==> config.mk <==
export PLATFORM = sky130hd
export DESIGN_NAME = instr_fetch_unit
export DESIGN_NICKNAME = d
export VERILOG_FILES = /design/src/rtl/mips_pkg.sv /design/src/rtl/fetch_queue.sv /design/src/rtl/instr_fetch_unit.sv
export SDC_FILE = /design/constraint.sdc
export NUM_CORES = 1
export LEC_CHECK = 0
export CORE_UTILIZATION = 55
export CTS_BUF_LIST = sky130_fd_sc_hd__clkbuf_4 sky130_fd_sc_hd__clkbuf_8 sky130_fd_sc_hd__clkbuf_16
export DETAILED_ROUTE_END_ITERATION = 10
export PLACE_DENSITY_LB_ADDON = 0.2
export SLEW_MARGIN = 40
export SYNTH_ARGS = -nofsm -noshare
export SYNTH_HDL_FRONTEND = slang
export SYNTH_HIERARCHICAL = 1
export SYNTH_SLANG_ARGS = --single-unit
==> constraint.sdc <==
create_clock -name clk -period 15.1 [get_ports clk]
set_clock_uncertainty 0.2 [all_clocks]
set_input_delay 1.51 -clock clk [delete_from_list [all_inputs] [get_ports clk]]
set_output_delay 1.51 -clock clk [all_outputs]
set_load 0.02 [all_outputs]
==> src/rtl/mips_pkg.sv <==
// mips_pkg: shared word width, reset PC, NOP encoding, fetch FSM encoding and queue entry type.
package mips_pkg;
  localparam int WORD_W = 32;
  localparam logic [WORD_W-1:0] RESET_PC_DEF = 32'h0000_0000;
  localparam logic [WORD_W-1:0] NOP = 32'h0000_0000;
  localparam logic [1:0] S_IDLE = 2'd0;
  localparam logic [1:0] S_REQ  = 2'd1;
  localparam logic [1:0] S_WAIT = 2'd2;
  localparam logic [1:0] S_DROP = 2'd3;
  typedef struct packed {
    logic [WORD_W-1:0] pc;
    logic [WORD_W-1:0] instr;
  } fetch_entry_t;
endpackage

==> src/rtl/fetch_queue.sv <==
// fetch_queue: small {pc,instr} FIFO with flush; the head output holds its last value when empty.
module fetch_queue
  import mips_pkg::*;
#(
  parameter int DEPTH = 2,
  localparam int AW = $clog2(DEPTH)
) (
  input  logic         clk,
  input  logic         rst_n,
  input  logic         push,
  input  fetch_entry_t push_entry,
  input  logic         pop,
  input  logic         flush,
  output logic         valid,
  output fetch_entry_t head,
  output logic [AW:0]  count
);
  fetch_entry_t mem [DEPTH];
  fetch_entry_t hold;
  logic [AW-1:0] rd, wr;
  assign valid = count != '0;
  assign head = valid ? mem[rd] : hold;
  always_ff @(posedge clk)
    if (push && !flush) mem[wr] <= push_entry;
  // hold tracks the live head so decode sees a stable word once the queue drains
  always_ff @(posedge clk or negedge rst_n)
    if (!rst_n) begin
      rd <= '0;
      wr <= '0;
      count <= '0;
      hold <= '{pc: '0, instr: NOP};
    end else begin
      if (valid) hold <= mem[rd];
      if (flush) begin
        rd <= '0;
        wr <= '0;
        count <= '0;
      end else begin
        if (push) wr <= wr + 1'b1;
        if (pop) rd <= rd + 1'b1;
        count <= count + (AW+1)'(push) - (AW+1)'(pop);
      end
    end
endmodule

==> src/rtl/instr_fetch_unit.sv <==
// instr_fetch_unit: PC register, credit-limited IMEM fetch FSM with redirect/drop handling,
// feeding {instr, pc} to decode through fetch_queue.
module instr_fetch_unit
  import mips_pkg::*;
#(
  parameter logic [31:0] RESET_PC = RESET_PC_DEF,
  parameter int          QDEPTH = 2
) (
  input  logic        clk,
  input  logic        rst_n,
  input  logic        redirect,
  input  logic [31:0] redirect_pc,
  output logic [31:0] pc_plus1,
  output logic        mem_req,
  output logic [31:0] mem_addr,
  input  logic        mem_gnt,
  input  logic        mem_rvalid,
  input  logic [31:0] mem_rdata,
  output logic        instr_valid,
  output logic [31:0] instr,
  output logic [31:0] instr_pc,
  input  logic        instr_ready
);
  localparam int CW = $clog2(QDEPTH) + 1;
  logic [1:0] state, state_nx;
  logic [31:0] fetch_pc;
  logic [CW-1:0] count, cnt_after;
  logic push, pop, credit;
  fetch_entry_t head;
  assign mem_req = state == S_REQ;
  assign mem_addr = fetch_pc;
  assign push = state == S_WAIT && mem_rvalid && !redirect;
  assign pop = instr_valid && instr_ready;
  // credit is judged on the occupancy after this cycle's push/pop with nothing in flight
  assign cnt_after = count + CW'(push) - CW'(pop);
  assign credit = cnt_after < CW'(QDEPTH);
  assign instr = head.instr;
  assign instr_pc = head.pc;
  assign pc_plus1 = head.pc + 32'd1;
  always_comb begin
    state_nx = state;
    if (redirect)
      state_nx = ((state == S_REQ && mem_gnt) ||
                  ((state == S_WAIT || state == S_DROP) && !mem_rvalid)) ? S_DROP : S_REQ;
    else
      unique case (state)
        S_IDLE:  state_nx = credit ? S_REQ : S_IDLE;
        S_REQ:   state_nx = mem_gnt ? S_WAIT : S_REQ;
        S_WAIT:  state_nx = mem_rvalid ? (credit ? S_REQ : S_IDLE) : S_WAIT;
        default: state_nx = mem_rvalid ? S_REQ : S_DROP;
      endcase
  end
  always_ff @(posedge clk or negedge rst_n)
    if (!rst_n) begin
      state <= S_IDLE;
      fetch_pc <= RESET_PC;
    end else begin
      state <= state_nx;
      if (redirect) fetch_pc <= redirect_pc;
      else if (state == S_REQ && mem_gnt) fetch_pc <= fetch_pc + 32'd1;
    end
  // fetch_pc already advanced at grant, so the returning word belongs to fetch_pc-1
  fetch_queue #(.DEPTH(QDEPTH)) u_queue (
    .clk(clk),
    .rst_n(rst_n),
    .push(push),
    .push_entry('{pc: fetch_pc - 32'd1, instr: mem_rdata}),
    .pop(pop),
    .flush(redirect),
    .valid(instr_valid),
    .head(head),
    .count(count)
  );
endmodule
==> load_flow_metrics.sql <==
INSERT INTO impl_metrics (metric_group, metric, value, unit) VALUES
('cts', 'cts_hold_buf', '0', ''),
('sta', 'rsz0062_at_grt', 'false', ''),
('sta', 'final_critical_path_setup_slack', '8570', 'ps'),
('grt', 'via_count_of_the_first_global_routing_pass', '7247', ''),
('setup_path', 'crit_path_start_kind', 'flip-flop', ''),
('sta', 'post_route_setup_tns', '0', 'ps'),
('grt', 'gr-total-overflow', '0', ''),
('synth', 'largest_family_of_logic_cells_by_synthesized_area', 'simple AND/OR/NAND/NOR gates', ''),
('route', 'via_count', '7486', ''),
('job', 'maxCapViolCount', '0', ''),
('cts', 'cts_sinks', '230', ''),
('cts', 'max_clock_buf_depth', '3', ''),
('final_layout', 'layout.nets', '1112', ''),
('synth', 'yosys_warnings', '6', ''),
('grt', 'global_route_wire_length_before_repair', '39.1', 'mm'),
('setup_path', 'cp_data_arrival_time', '4820', 'ps'),
('die', 'core_region_area', '0.0188', 'mm²'),
('synth', 'synth-edff-count', '128', ''),
('grt', 'grt_max_degree', '67', ''),
('route', 'post_drt_via_cell_ratio', '5.70', ''),
('setup_path', 'end_kind', 'output pin', ''),
('place', 'globalplace.congestion', '0.886', ''),
('power_and_ir_drop', 'power.share.switching', '40.2', '%'),
('power_and_ir_drop', 'p_seq_share', '26.7', '%'),
('cts', 'clkTransAtPathRegs', '60', 'ps'),
('cts', 'tritoncts_clock_tree', 'built', ''),
('final_layout', 'synth_to_final_area_change', '27.3', '%'),
('place', 'port_buffers', '199', ''),
('grt', 'grtUsageTotal', '24.9', '%'),
('sta', 'layout_min_cycle_time', '6530', 'ps'),
('die', 'die_footprint', '0.0198', 'mm²'),
('power_and_ir_drop', 'switchingPower', '1.26', 'mW'),
('power_and_ir_drop', 'power-per-cell-area', '232', 'mW/mm²'),
('final_layout', 'finalInstanceArea', '0.0135', 'mm²'),
('cts', 'cts_resized', '0', ''),
('setup_path', 'crit-reg2reg-launch', 'mem_addr[0]$_DFFE_PN0P_', ''),
('setup_path', 'critPathMaxFanout', '39', ''),
('cts', 'cts.htree.levels', '1', ''),
('route', 'drt.antenna.violating_nets', '0', ''),
('die', 'io-pin-count', '200', ''),
('sta', 'slew_headroom', '44.8', '%'),
('synth', 'synth_compound_area_share', '6.71', '%'),
('final_layout', 'drive_gt1_share', '8.54', '%'),
('die', 'die_width', '141', 'µm'),
('run_status', 'run_status', 'completed', ''),
('hold_path', 'timing.hold.worst.class', 'flip-flop to flip-flop', ''),
('setup_path', 'worstSetupPathType', 'flip-flop to output pin', ''),
('power_and_ir_drop', 'power.share.clock', '20.8', '%'),
('synth', 'syn_inst', '862', ''),
('cts', 'cts_inserted_buffers', '24', ''),
('power_and_ir_drop', 'leakagePower', '4.73', 'nW'),
('synth', 'ffs_w_async_s_r_synth', '44.3', '%'),
('grt', 'initial_antenna_violation_count', '0', ''),
('sta', 'finalHoldViolCount', '0', ''),
('synth', 'synth-adder-area-share', '0.708', '%'),
('die', 'number_of_placement_rows', '50', ''),
('power_and_ir_drop', 'p_int', '1.87', 'mW'),
('power_and_ir_drop', 'total_power', '3.13', 'mW'),
('final_layout', 'layout_common_cells', '198 x sky130_fd_sc_hd__clkdlybuf4s50_1, 128 x sky130_fd_sc_hd__edfxtp_1, 99 x sky130_fd_sc_hd__dfrtp_1, 80 x sky130_fd_sc_hd__nor3_1, 64 x sky130_fd_sc_hd__mux2i_1', ''),
('power_and_ir_drop', 'comb_power_share', '52.5', '%'),
('final_layout', 'final_common_cell', 'sky130_fd_sc_hd__clkdlybuf4s50_1', ''),
('route', 'detail_route.drc_violations', '0', ''),
('synth', 'synth_xor_area_share', '6.24', '%'),
('sta', 'worst-slew-pin-transition', '828', 'ps'),
('synth', 'synthFlopType', 'sky130_fd_sc_hd__edfxtp_1', ''),
('synth', 'synth.distinct_cells', '56', ''),
('route', 'drt_iter0_markers', '469', ''),
('synth', 'syn-num-nets', '938', ''),
('cts', 'clock_latency', '510', 'ps'),
('place', 'detailedPlacementHpwl', '15.8', 'mm'),
('synth', 'synth_simple_gate_area_share', '15.4', '%');
layout make-up:
cell class / instances / area [µm²]
flip-flops and latches: 230 / 6400
fillers: 1349 / 5330
multi-input cells: 552 / 3730
repair buffers: 209 / 2070
clock buffers: 32 / 709
well taps: 260 / 325
clock inverters: 12 / 186
inverters: 19 / 72.6
cells by family (layout without fill, tap and decap cells):
kind of cell	after synthesis	after routing
xor+xnor	74	74
compound gates	119	119
fa+ha+maj	6	6
mux	64	64
simple gates	289	289
buf+inv	80	272
flops	230	230
per-stage QoR:
step	hold WS (ps)	utilization, %	cells
floorplan	307	-	862
global placement	307	66.9	1270
detailed placement	313	66.9	1270
CTS	326	71.7	1314
global route	345	71.7	1314
finish	322	71.7	1314
registers in the layout, summed over array words and instances (netlist names):
register / flops
mem_addr: 32
u_queue/wr: 1
u_queue/rd: 1
state: 2
u_queue/mem: 128
u_queue/count: 2
u_queue/hold: 64
cell usage after synthesis (9+ instances only):
master                     count  area [µm²]
sky130_fd_sc_hd__a21oi_1      55         275
sky130_fd_sc_hd__a21oi_2      10        87.6
sky130_fd_sc_hd__a31oi_1      17         106
sky130_fd_sc_hd__buf_2        22         110
sky130_fd_sc_hd__buf_6         9         101
sky130_fd_sc_hd__clkbuf_1     21        78.8
sky130_fd_sc_hd__dfrtp_1     102        2550
sky130_fd_sc_hd__edfxtp_1    128        3840
sky130_fd_sc_hd__inv_1        18        67.6
sky130_fd_sc_hd__mux2i_1      64         641
sky130_fd_sc_hd__nand2_1      43         161
sky130_fd_sc_hd__nand3_1      22         110
sky130_fd_sc_hd__nand4_1      10        62.6
sky130_fd_sc_hd__nor2_1       33         124
sky130_fd_sc_hd__nor3_1       81         405
sky130_fd_sc_hd__nor4_1       22         138
sky130_fd_sc_hd__o21ai_0      15        75.1
sky130_fd_sc_hd__o31ai_1      15         113
sky130_fd_sc_hd__or3_1        11        68.8
sky130_fd_sc_hd__or4_1        24         180
sky130_fd_sc_hd__xnor2_1      37         324
sky130_fd_sc_hd__xor2_1       36         315
power by group through the flow:
stage,registers [mW],logic [mW],clock network (mW)
CTS,0.834,1.65,0.660
global route,0.846,1.74,0.688
global placement,0.841,1.63,0
finish,0.835,1.64,0.652
detailed placement,0.845,1.64,0
floorplan,0.826,0.968,0
worst max-delay path, stage by stage, from the launching register on:
cell                              delay, ps
sky130_fd_sc_hd__dfrtp_4                740
sky130_fd_sc_hd__buf_4                  650
sky130_fd_sc_hd__mux2i_1                190
sky130_fd_sc_hd__a21oi_1                400
sky130_fd_sc_hd__and4_1                 440
sky130_fd_sc_hd__nand3_1                460
sky130_fd_sc_hd__nor4_1                 560
sky130_fd_sc_hd__xor2_1                 220
sky130_fd_sc_hd__clkdlybuf4s50_1        630
metal layers:
layer / global-route usage (%) / vias to the layer above / routed length [µm]
met5: 0 / - / 0
met4: 5.43 / 0 / 337
met3: 4.48 / 32 / 1510
met2: 41.1 / 250 / 11600
met1: 34.6 / 3657 / 10900
li1: - / 3547 / -
final timing paths:
kind	to	slack (ps)	depth (start not counted)
setup / recovery	pc_plus1[31]	8570	8
hold / removal	u_queue/hold[9]$_DFF_PN0_	320	2
setup reg to reg	u_queue/mem[1][58]$_DFFE_PP_	12180	6
hold reg to reg	u_queue/hold[9]$_DFF_PN0_	320	2
max in group asynchronous	u_queue/count[0]$_DFF_PN0_	12870	2
min in group asynchronous	u_queue/hold[3]$_DFF_PN0_	820	1
Power figures use the tool's default switching activity.
